## src/rtl/counter_ctrl.sv

```systemverilog
// Button/switch front end for the 3-bit up/down counter.
// Produces the counter's en step pulse and dir level.

module counter_ctrl_db #(
  parameter int unsigned CYCLES = 16,
  parameter int unsigned W      = 5
) (
  input  logic clk,
  input  logic rst_n,
  input  logic raw_i,
  output logic rise_o
);

  localparam logic [W-1:0] CntMax = W'(CYCLES - 1);

  logic [1:0]   sync_q;
  logic [W-1:0] cnt_q;
  logic [W-1:0] cnt_d;
  logic         stable_q;
  logic         stable_d;
  logic         dly_q;

  // Any agreeing cycle restarts the run of mismatches.
  always_comb begin
    cnt_d    = '0;
    stable_d = stable_q;
    if (sync_q[1] != stable_q) begin
      if (cnt_q == CntMax) begin
        stable_d = sync_q[1];
      end else begin
        cnt_d = cnt_q + W'(1);
      end
    end
  end

  always_ff @(posedge clk or negedge rst_n) begin
    if (!rst_n) begin
      sync_q   <= '0;
      cnt_q    <= '0;
      stable_q <= 1'b0;
      dly_q    <= 1'b0;
    end else begin
      sync_q   <= {sync_q[0], raw_i};
      cnt_q    <= cnt_d;
      stable_q <= stable_d;
      dly_q    <= stable_q;
    end
  end

  assign rise_o = stable_q & ~dly_q;

endmodule

module counter_ctrl #(
  parameter int unsigned DEBOUNCE_CYCLES = 16,
  parameter int unsigned DB_W            = 5,
  parameter int unsigned RUN_DIV         = 8,
  parameter int unsigned RUN_W           = 4
) (
  input  logic clk,
  input  logic rst_n,
  input  logic btn_step,
  input  logic btn_dir,
  input  logic sw_run,
  output logic en,
  output logic dir,
  output logic run_active
);

  typedef enum logic {
    MANUAL = 1'b0,
    RUN    = 1'b1
  } state_e;

  localparam logic [RUN_W-1:0] RunMax = RUN_W'(RUN_DIV - 1);

  state_e           state_q;
  logic [RUN_W-1:0] presc_q;
  logic [1:0]       run_sync_q;
  logic             en_q;
  logic             dir_q;
  logic             run_q;
  logic             step_rise;
  logic             dir_rise;

  counter_ctrl_db #(
    .CYCLES (DEBOUNCE_CYCLES),
    .W      (DB_W)
  ) u_db_step (
    .clk    (clk),
    .rst_n  (rst_n),
    .raw_i  (btn_step),
    .rise_o (step_rise)
  );

  counter_ctrl_db #(
    .CYCLES (DEBOUNCE_CYCLES),
    .W      (DB_W)
  ) u_db_dir (
    .clk    (clk),
    .rst_n  (rst_n),
    .raw_i  (btn_dir),
    .rise_o (dir_rise)
  );

  always_ff @(posedge clk or negedge rst_n) begin
    if (!rst_n) begin
      run_sync_q <= '0;
    end else begin
      run_sync_q <= {run_sync_q[0], sw_run};
    end
  end

  // Step rises arriving while in RUN are simply dropped.
  always_ff @(posedge clk or negedge rst_n) begin
    if (!rst_n) begin
      state_q <= MANUAL;
      presc_q <= '0;
      en_q    <= 1'b0;
      dir_q   <= 1'b0;
      run_q   <= 1'b0;
    end else begin
      dir_q <= dir_q ^ dir_rise;
      unique case (state_q)
        MANUAL: begin
          en_q <= step_rise;
          if (run_sync_q[1]) begin
            state_q <= RUN;
            presc_q <= '0;
            run_q   <= 1'b1;
          end else begin
            run_q   <= 1'b0;
          end
        end
        RUN: begin
          if (!run_sync_q[1]) begin
            state_q <= MANUAL;
            presc_q <= '0;
            en_q    <= 1'b0;
            run_q   <= 1'b0;
          end else begin
            run_q <= 1'b1;
            en_q  <= (presc_q == RunMax);
            if (presc_q == RunMax) begin
              presc_q <= '0;
            end else begin
              presc_q <= presc_q + RUN_W'(1);
            end
          end
        end
      endcase
    end
  end

  assign en         = en_q;
  assign dir        = dir_q;
  assign run_active = run_q;

endmodule
```

## config.mk

```make
export PLATFORM = sky130hd
export DESIGN_NAME = counter_ctrl
export DESIGN_NICKNAME = d
export VERILOG_FILES = /design/src/rtl/counter_ctrl.sv
export SDC_FILE = /design/constraint.sdc
export NUM_CORES = 1
export LEC_CHECK = 0
export BUFFER_PORTS_ARGS = -buffer_cell sky130_fd_sc_hd__clkbuf_2
export CORE_ASPECT_RATIO = 1.1
export CORE_UTILIZATION = 55
export DETAILED_ROUTE_END_ITERATION = 7
export HOLD_SLACK_MARGIN = 0.1
export PLACE_DENSITY = 0.81
export SETUP_SLACK_MARGIN = 0.2
export SLEW_MARGIN = 20
export SYNTH_ARGS = -nofsm -noshare
export SYNTH_HDL_FRONTEND = slang
export SYNTH_SLANG_ARGS = --single-unit
```

## constraint.sdc

```tcl
create_clock -name clk -period 2.95 [get_ports clk]
set_clock_uncertainty 0.1 [all_clocks]
set_input_delay 0.59 -clock clk [delete_from_list [all_inputs] [get_ports clk]]
set_output_delay 0.59 -clock clk [all_outputs]
set_load 0.1 [all_outputs]
```

==> results.py, run 1 <==
metrics = {
    "critical_path": {
        "cpPeakStageDelay_ps": 500,
        "cp_top_family": "buffers and inverters",
        "crit_type": "flop to output port",
        "worstSetupStartpointType": "flop",
        "r2r_end": "presc_q[3]",
        "worst-endpoint-required_ps": 2260,
        "arrival_ps": 1290,
        "timing.rr.start": "presc_q[0]",
        "crit_fanout": 7,
        "cp_num_buf_inv": 1,
        "crit_path_top_delay_cell": "clkbuf_2",
        "crit_chain": "clkbuf_2",
        "reg2reg_depth": 3,
        "r2r_setup_slack_ps": 1500,
        "end_kind": "output port",
    },
    "clock_tree": {
        "cts_sinks": 27,
        "clk_path_buf_depth": 2,
        "holdBufCountCts": 0,
        "clock_latency_ps": 320,
        "cts_max_level": 1,
        "clk_pin_slew_ps": 140,
        "cts_resized": 0,
        "cts_buffers": 3,
        "cts_setup_buffers": 0,
        "cts_tree": "done",
        "cts_root_buf": "clkbuf_4",
    },
    "detailed_routing": {
        "drt_iter0_drc": 4,
        "drt_pass1_iterations": 3,
        "drcViolationCount": 0,
        "vias": 574,
        "ant_nets": 0,
        "avgViaCountPerCell": 5.42,
        "wl_per_cell_um": 12.1,
        "drt_wl_total_mm": 1.28,
    },
    "synthesis": {
        "synth_cells": 78,
        "syn_area_per_cell_um2": 12.8,
        "yosysUniqueCellTypes": 20,
        "yosysSeqAreaShare_pct": 67.8,
        "yosysWarnings": 0,
        "ys_ff_latch": 27,
        "syn_area_um2": 997,
        "syn-num-nets": 86,
    },
    "floorplan": {
        "ioPinCount": 8,
        "die_y_um": 46.7,
        "rows": 15,
        "die_area_mm2": 0.00199,
        "die_x_um": 42.6,
        "start_util_pct": 61.1,
        "design.core.area_mm2": 0.00163,
    },
    "finish": {
        "n_fill_cell": 124,
        "diodes": 0,
        "area.growth.synth_to_final_pct": 8.41,
        "drive_gt1_share_pct": 14.6,
        "design_area_mm2": 0.00108,
        "nets": 98,
    },
    "status": {
        "outcome": "finished clean",
    },
    "placement": {
        "io_buffers": 7,
        "place_area_mm2": 0.00105,
        "hpwl_um": 954,
        "routabilityCongestion": 0.745,
    },
    "global_routing": {
        "top_usage_layer": "met2",
        "grt_util_met1_pct": 21.0,
        "antenna_found_initial": 0,
        "grt_pass1_wl_mm": 2.28,
        "grtUsageTotal_pct": 16.5,
        "gr-total-overflow": 0,
        "grt_max_degree": 28,
        "grt_use_met2_pct": 24.9,
        "grt_pass1_vias": 558,
        "groute.layer.met3.usage_pct": 4.71,
    },
    "timing": {
        "rsz0062_at_grt": "no",
        "relSlewSlack_pct": 57.1,
        "worst_slew_pin_slew_ps": 644,
        "hold_viol": 0,
        "drv_slew": 0,
        "period_share_pct": 67.2,
        "min_period_ps": 1980,
        "setup_tns_ps": 0,
        "timing.fmax_ghz": 0.505,
        "setup_violations": 0,
    },
    "power_and_ir_drop": {
        "ir_drop_mv": 0.373,
        "power.leakage_nw": 0.575,
        "pwr_density_cell_mw_per_mm2": 543,
    },
    "hold_path": {
        "hp-class": "primary input to asynchronous set/reset pin",
    },
    "job": {
        "cap_violations": 0,
    },
}
## metrics by stage
stage / util [%] / power, mW / hold slack [ps] / std cells / setup WS [ps]
after floorplan: - / 0.425 / 194 / 78 / 1130
after CTS: 66.2 / 0.597 / 166 / 106 / 952
final: 66.2 / 0.587 / 161 / 106 / 968
after global placement: 64.5 / 0.439 / 232 / 102 / 1350
after detailed placement: 64.5 / 0.442 / 239 / 102 / 1330
after global routing: 66.2 / 0.615 / 204 / 106 / 914
## flip-flops by register name, summed over array words and instances, names as in the netlist
| signal | flops |
|---|---|
| run_active | 1 |
| u_db_step.cnt_q | 5 |
| run_sync_q | 2 |
| dir | 1 |
| u_db_dir.cnt_q | 5 |
| u_db_step.dly_q | 1 |
| u_db_dir.dly_q | 1 |
| presc_q | 4 |
| en | 1 |
| u_db_step.stable_q | 1 |
| u_db_dir.stable_q | 1 |
| u_db_step.sync_q | 2 |
| u_db_dir.sync_q | 2 |
## power breakdown
group	internal, mW	total [mW]	switching, mW	leakage, nW
registers	0.384	0.395	0.0112	0.354
logic	0.0119	0.0376	0.0257	0.203
clock network	0.0509	0.154	0.103	0.0177
total	0.447	0.587	0.140	0.575
## cell families (layout without fill, tap and decap cells)
| group | after synthesis | count (layout) | share of synthesized area [%] |
|---|---|---|---|
| DFF | 27 | 27 | 67.8 |
| xor gates and xnor gates | 8 | 8 | 7.03 |
| AOI/OAI and AO/OA | 5 | 5 | 3.14 |
| muxes | 2 | 2 | 2.26 |
| and+or+nand+nor | 31 | 31 | 15.3 |
| adders and majority gates | 3 | 3 | 3.76 |
| buffers and inverters | 2 | 13 | 0.753 |
## worst max path at each step
stage,slack [ps],depth (start not counted),endpoint,from
after global routing,910,1,run_active,run_active
final,970,1,run_active,run_active
after CTS,950,1,run_active,run_active
after floorplan,1130,3,presc_q[3],run_active
after detailed placement,1330,1,run_active,run_active
after global placement,1350,1,run_active,run_active
## routing by layer
metal,wire [um],up-vias
met2,589,10
met3,41,5
met4,42,0
li1,-,284
met5,0,-
met1,610,275
## synthesized netlist by cell type
master | count | area [um^2]
o21ai_0 | 2 | 10.0
dfrtp_1 | 27 | 676
o21ai_1 | 2 | 10.0
nand2_1 | 5 | 18.8
ha_1 | 3 | 37.5
nand2b_1 | 1 | 6.26
nand3_1 | 7 | 35.0
mux2_1 | 2 | 22.5
nand4_1 | 1 | 6.26
and2_1 | 2 | 12.5
or4_1 | 1 | 7.51
inv_1 | 2 | 7.51
nor2b_1 | 1 | 6.26
nand2_2 | 1 | 6.26
nor3b_1 | 1 | 7.51
and3_1 | 2 | 12.5
xnor2_1 | 2 | 17.5
xor2_1 | 6 | 52.6
nor2_1 | 9 | 33.8
a41o_2 | 1 | 11.3
## cell usage in the layout (no fill, tap or decap), types with 3 or more instances in the layout
cell type / synthesis / layout
nor2_1: 9 / 9
nand2_1: 5 / 5
nand3_1: 7 / 7
xor2_1: 6 / 6
clkbuf_2: 0 / 7
dfrtp_1: 27 / 27
ha_1: 3 / 3
clkbuf_4: 0 / 3
## final cells by class
class                      instances  area, um^2  area share (%)
timing repair buffer               7        35.0            3.24
clock inverter                     1        5.00           0.463
inverter                           2        7.51           0.694
sequential                        27         676            62.5
clock buffer                       3        22.5            2.08
tap                               17        21.3            1.97
multi-input combinational         49         314            29.1
(Power assumes the default switching activity.)
==> run 2, diff against run 1 <==
--- a/config.mk
+++ b/config.mk
@@ -5,6 +5,7 @@
 export SDC_FILE = /design/constraint.sdc
 export NUM_CORES = 1
 export LEC_CHECK = 0
+export ABC_AREA = 1
 export BUFFER_PORTS_ARGS = -buffer_cell sky130_fd_sc_hd__clkbuf_2
 export CORE_ASPECT_RATIO = 1.1
 export CORE_UTILIZATION = 55
==> constraint.sdc (replaced) <==
create_clock -name clk -period 2.02 [get_ports clk]
set_clock_uncertainty 0.1 [all_clocks]
set_input_delay 0.404 -clock clk [delete_from_list [all_inputs] [get_ports clk]]
set_output_delay 0.404 -clock clk [all_outputs]
set_load 0.1 [all_outputs]
==> run 2 against run 1 <==
- the flow now finishes with violations (design-rule violations)
- combinational power increased by 68%
- non-clock buffer count increased by 4
- register-to-register slack got worse by 730 ps
- global-route usage decreased by 1.7 points
- cell count increased by 28%
- worst hold slack improved by 100 ps
- sequential cell count unchanged
- clock power increased by 43%
- routed wire length increased by 8.8%
- clock-buffer cell count increased by 1
- largest power group unchanged
==> results.py, run 2 <==
metrics = {
    "detailed_routing": {
        "drt_pass1_iterations": 6,
        "drt_wl_total_mm": 1.40,
        "wl_met3_um": 39,
        "ant_nets": 0,
        "top_layer": "met4",
        "vias": 717,
        "wl_per_cell_um": 10.3,
        "avgViaCountPerCell": 5.27,
        "wl_met1_um": 620,
        "drcViolationCount": 1,
        "dr_wl_met2_um": 718,
        "drt_iter0_drc": 15,
    },
    "status": {
        "outcome": "finished, violations left",
        "violations": "design-rule violations",
    },
    "finish": {
        "design_area_mm2": 0.00118,
        "area.growth.synth_to_final_pct": 11.8,
        "top_regs": "u_db_dir.cnt_q: 5 flops, u_db_step.cnt_q: 5 flops, presc_q: 4 flops",
        "final_cell_mix": "27 x dfrtp_1, 22 x nand2_1, 12 x nor2_1, 9 x nand3_1, 9 x inv_1",
        "final_common_cell": "dfrtp_1",
        "drive_gt1_share_pct": 15.3,
        "nets": 127,
        "diodes": 0,
    },
    "hold_path": {
        "hp-class": "flop to flop",
    },
    "placement": {
        "hpwl_mm": 1.03,
        "place_ws_ps": 611,
        "io_buffers": 7,
        "place_area_mm2": 0.00111,
        "routabilityCongestion": 0.811,
    },
    "critical_path": {
        "crit_type": "flop to output port",
        "crit_path_top_delay_cell": "clkbuf_2",
        "end_kind": "output port",
        "cp_top_family": "buffers and inverters",
        "crit_path_start": "run_active",
        "r2r_setup_slack_ps": 770,
        "cp_num_buf_inv": 1,
        "cpPeakStageDelay_ps": 490,
        "r2r_end": "u_db_step.cnt_q[0]",
        "arrival_ps": 1260,
        "timing.rr.start": "u_db_step.cnt_q[0]",
        "reg2reg_depth": 6,
        "worst-endpoint-required_ps": 1520,
        "worstSetupStartpointType": "flop",
        "critPathCapture": "run_active",
        "crit_cells": 1,
        "crit_chain": "clkbuf_2",
        "crit_fanout": 7,
    },
    "clock_tree": {
        "clk_path_buf_depth": 2,
        "clock_latency_ps": 310,
        "cts_root_buf": "clkbuf_4",
        "cts_max_level": 1,
        "cts_tree": "done",
        "cts_sinks": 27,
        "cts_buffers": 3,
        "clk_pin_slew_ps": 130,
    },
    "synthesis": {
        "yosysUniqueCellTypes": 15,
        "synth_area_leader_cell": "dfrtp_1",
        "syn_area_per_cell_um2": 10.2,
        "async_flop_share_pct": 100,
        "ys_ff_latch": 27,
        "syn-num-nets": 111,
        "synth_cells": 103,
        "synth_flop_cell": "dfrtp_1",
        "synthTopCellsByCount": "27 x dfrtp_1, 22 x nand2_1, 12 x nor2_1",
        "syn_area_mm2": 0.00105,
        "yosysWarnings": 0,
        "synth_edf_count": 0,
        "yosysMostFrequentCell": "dfrtp_1",
        "yosysSeqAreaShare_pct": 64.1,
        "synth_top_area_share_pct": 64.1,
        "synthTopCellsByArea": "dfrtp_1 64%, nand2_1 7.8%, nand3_1 4.3%, nor2_1 4.3%, ha_1 3.6%",
    },
    "timing": {
        "worst_slack_ps": 254,
        "setup_tns_ps": 0,
        "rsz0062_at_grt": "no",
        "worst_slew_pin_slew_ps": 616,
        "period_share_pct": 87.4,
        "relSlewSlack_pct": 58.9,
        "min_period_ps": 1770,
        "timing.fmax_ghz": 0.566,
        "hold_viol": 0,
        "setup_violations": 0,
        "drv_slew": 0,
    },
    "power_and_ir_drop": {
        "ir_drop_mv": 0.487,
        "pwr_density_cell_mw_per_mm2": 733,
        "power.leakage_nw": 0.599,
    },
    "global_routing": {
        "antenna_found_initial": 0,
        "grtUsageTotal_pct": 14.9,
        "grt_pass1_vias": 564,
        "grt_max_degree": 28,
        "gr-total-overflow": 0,
        "grt_pass1_wl_mm": 2.24,
    },
    "floorplan": {
        "design.core.area_mm2": 0.00178,
        "ioPinCount": 8,
        "die_y_um": 47.9,
        "die_area_mm2": 0.00209,
        "die_x_um": 43.7,
        "start_util_pct": 59.1,
        "rows": 16,
    },
    "job": {
        "cap_violations": 0,
    },
}
==> run 2: cell types whose count changed in the layout (fill, tap and decap cells not counted), moves of 3 or more <==
| cell | before | now |
|---|---|---|
| nand2_1 | 5 | 22 |
| inv_1 | 2 | 9 |
| xor2_1 | 6 | 0 |
| dlygate4sd3_1 | 0 | 4 |
| nor3_1 | 0 | 4 |
| nand2_2 | 1 | 4 |
| nor2_1 | 9 | 12 |
==> run 2: area by class of cell <==
cell class                      instances  area (um^2)
Inverter                               11         47.5
Timing Repair Buffer                   11         75.1
Sequential cell                        27          676
Fill cell                             147          604
Clock buffer                            4         26.3
Multi-Input combinational cell         65          330
Tap cell                               18         22.5
==> run 2: through the flow <==
step | utilization [%] | cells | hold WS (ps) | power [mW]
after floorplan | - | 103 | 8.41 | 0.624
after global placement | 62.4 | 128 | 232 | 0.645
after detailed placement | 62.4 | 128 | 235 | 0.648
after CTS | 66.1 | 136 | 265 | 0.874
after global routing | 66.1 | 136 | 273 | 0.898
final | 66.1 | 136 | 263 | 0.863
==> run 2: how the worst min path moves through the flow <==
stage	from	endpoint	slack [ps]	cells past startpoint
after global placement	run_sync_q[0]	run_sync_q[1]	230	0
after floorplan	rst_n	dir	8	0
final	u_db_dir.sync_q[0]	u_db_dir.sync_q[1]	260	0
after global routing	run_sync_q[0]	run_sync_q[1]	270	0
after detailed placement	u_db_dir.sync_q[0]	u_db_dir.sync_q[1]	230	0
after CTS	u_db_dir.sync_q[0]	u_db_dir.sync_q[1]	270	0
==> run 2: cell families after synthesis <==
| kind of cell | count (synthesis) | share of synthesized area, % |
|---|---|---|
| buffers and inverters | 11 | 4.51 |
| adder cells (fa/ha/maj) | 3 | 3.56 |
| AO/OA/AOI/OAI | 3 | 1.66 |
| flip-flops | 27 | 64.1 |
| XOR/XNOR | 3 | 2.49 |
| AND/OR/NAND/NOR | 56 | 23.6 |
==> run 2: per-layer routing <==
metal	up-vias	global-route usage (%)
li1	358	-
met2	13	27.2
met5	-	0
met4	0	5.63
met3	2	2.26
met1	344	18.0
==> run 2: timing repair <==
action	CTS	global route
endpoints found under the hold margin	30	0
resized for setup	0	0
hold buffers	4	0
buffers inserted	0	0
==> run 2: where the power goes <==
part	internal (mW)	switching (mW)
sequential	0.561	0.0188
combinational	0.0228	0.0402
clock	0.0772	0.143
==> run 3, diff against run 2 <==
--- a/config.mk
+++ b/config.mk
@@ -12,6 +12,7 @@
 export DETAILED_ROUTE_END_ITERATION = 7
 export HOLD_SLACK_MARGIN = 0.1
 export PLACE_DENSITY = 0.81
+export RECOVER_POWER = 100
 export SETUP_SLACK_MARGIN = 0.2
 export SLEW_MARGIN = 20
 export SYNTH_ARGS = -nofsm -noshare
==> run 3 against run 2 <==
- the flow still finishes with violations (design-rule violations)
- utilization down 0.56 points
- setup slack gained 5.0 ps
- largest cell class unchanged
- cell count is the same
- via count down 1.7%
- maximum frequency increased by 0.28%
- critical path type unchanged
- clock-buffer cell count stayed put
- critical path depth unchanged
- sequential cell count is the same
- non-clock buffer count unchanged
==> results.py, run 3 (synthesis gave the netlist of run 2 again) <==
metrics = {
    "floorplan": {
        "rows": 16,
        "start_util_pct": 59.1,
        "die_x_um": 43.7,
        "design.core.area_mm2": 0.00178,
        "die_y_um": 47.9,
        "ioPinCount": 8,
        "die_area_mm2": 0.00209,
    },
    "clock_tree": {
        "cts_buffers": 3,
        "clock_latency_ps": 310,
        "cts_tree": "done",
        "clk_pin_slew_ps": 130,
        "cts_root_buf": "clkbuf_4",
        "cts_max_level": 1,
        "cts_sinks": 27,
        "clk_path_buf_depth": 2,
    },
    "critical_path": {
        "cp_top_family": "buffers and inverters",
        "crit_type": "flop to output port",
        "cpPeakStageDelay_ps": 490,
        "worstSetupStartpointType": "flop",
        "cp_num_buf_inv": 1,
        "crit_fanout": 7,
        "crit_path_start": "run_active",
        "end_kind": "output port",
        "worst-endpoint-required_ps": 1520,
        "crit_chain": "clkbuf_2",
        "timing.rr.start": "u_db_step.cnt_q[0]",
        "arrival_ps": 1260,
        "r2r_setup_slack_ps": 710,
        "crit_path_top_delay_cell": "clkbuf_2",
    },
    "detailed_routing": {
        "wl_per_cell_um": 10.3,
        "drcViolationCount": 1,
        "ant_nets": 0,
        "drt_iter0_drc": 11,
        "drt_pass1_iterations": 6,
        "vias": 705,
        "drt_wl_total_mm": 1.41,
        "avgViaCountPerCell": 5.18,
    },
    "timing": {
        "worst_slew_pin_slew_ps": 620,
        "worst_slack_ps": 259,
        "min_period_ps": 1760,
        "hold_viol": 0,
        "period_share_pct": 87.2,
        "setup_tns_ps": 0,
        "setup_violations": 0,
        "drv_slew": 0,
        "relSlewSlack_pct": 58.7,
        "rsz0062_at_grt": "no",
        "timing.fmax_ghz": 0.568,
    },
    "placement": {
        "hpwl_mm": 1.03,
        "place_ws_ps": 611,
        "io_buffers": 7,
        "routabilityCongestion": 0.811,
    },
    "hold_path": {
        "hp-class": "flop to flop",
        "worstHoldStart": "u_db_dir.sync_q[0]",
    },
    "power_and_ir_drop": {
        "ir_drop_mv": 0.483,
        "pwr_density_cell_mw_per_mm2": 737,
        "power.leakage_nw": 0.597,
    },
    "finish": {
        "multiInputGateArea_um2": 320,
        "regArea_um2": 676,
        "nets": 127,
        "drive_gt1_share_pct": 11.9,
        "n_fill_cell": 150,
        "top_regs": "u_db_dir.cnt_q: 5 flops, u_db_step.cnt_q: 5 flops, presc_q: 4 flops",
        "final_cell_mix": "27 x dfrtp_1, 24 x nand2_1, 14 x nor2_1, 9 x nand3_1, 9 x inv_1",
        "final_common_cell": "dfrtp_1",
        "area.growth.synth_to_final_pct": 10.8,
        "diodes": 0,
    },
    "global_routing": {
        "gr-total-overflow": 0,
        "grt_pass1_wl_mm": 2.24,
        "grt_max_degree": 28,
        "antenna_found_initial": 0,
        "grt_pass1_vias": 564,
        "grtUsageTotal_pct": 14.9,
    },
    "status": {
        "outcome": "finished, violations left",
        "violations": "design-rule violations",
    },
    "job": {
        "cap_violations": 0,
    },
}
==> run 3: cell counts in the layout (fill, tap and decap cells not counted) <==
No cell type changed its count.
==> run 3: area by class of cell <==
cell class / count / share of cell area [%]
Inverter: 11 / 4.07
Tap cell: 18 / 1.93
Sequential cell: 27 / 57.9
Multi-Input combinational cell: 65 / 27.4
Timing Repair Buffer: 11 / 6.43
Clock buffer: 4 / 2.25
==> run 3: routing by layer <==
metal / share of wire (%) / vias to the layer above / global-route usage (%)
li1: - / 360 / -
met1: 46 / 332 / 18.0
met2: 50 / 11 / 27.2
met3: 2.3 / 2 / 2.26
met4: 1.1 / 0 / 5.63
met5: 0 / - / 0
==> run 3: timing repair <==
action | CTS | global route
setup buffers | 0 | 0
hold endpoints to repair | 30 | 0
resized for setup | 0 | 0
hold buffers | 4 | 0
==> run 3: report_power, final <==
part	internal, mW	switching (mW)
clock	0.0771	0.143
sequential	0.561	0.0182
combinational	0.0223	0.0396
total	0.660	0.200
==> run 3: final timing paths <==
kind / cells past startpoint / endpoint
setup reg to reg: 6 / u_db_step.cnt_q[0]
max in group asynchronous: 2 / u_db_dir.cnt_q[0]
setup / recovery: 1 / run_active
hold / removal: 0 / u_db_dir.sync_q[1]
min in group asynchronous: 2 / presc_q[0]
hold reg to reg: 0 / u_db_dir.sync_q[1]
==> run 3: stage by stage <==
| stage | cell area (um^2) | util (%) | std cells | hold slack [ps] | power [mW] |
|---|---|---|---|---|---|
| 4_1_cts | 1180 | 66.1 | 136 | 265 | 0.874 |
| 3_3_place_gp | 1110 | 62.4 | 128 | 232 | 0.645 |
| 3_5_place_dp | 1110 | 62.4 | 128 | 235 | 0.648 |
| 2_1_floorplan | 1050 | - | 103 | 8.41 | 0.624 |
| 5_1_grt | 1170 | 65.5 | 136 | 273 | 0.897 |
| 6_report | 1170 | 65.5 | 136 | 263 | 0.861 |
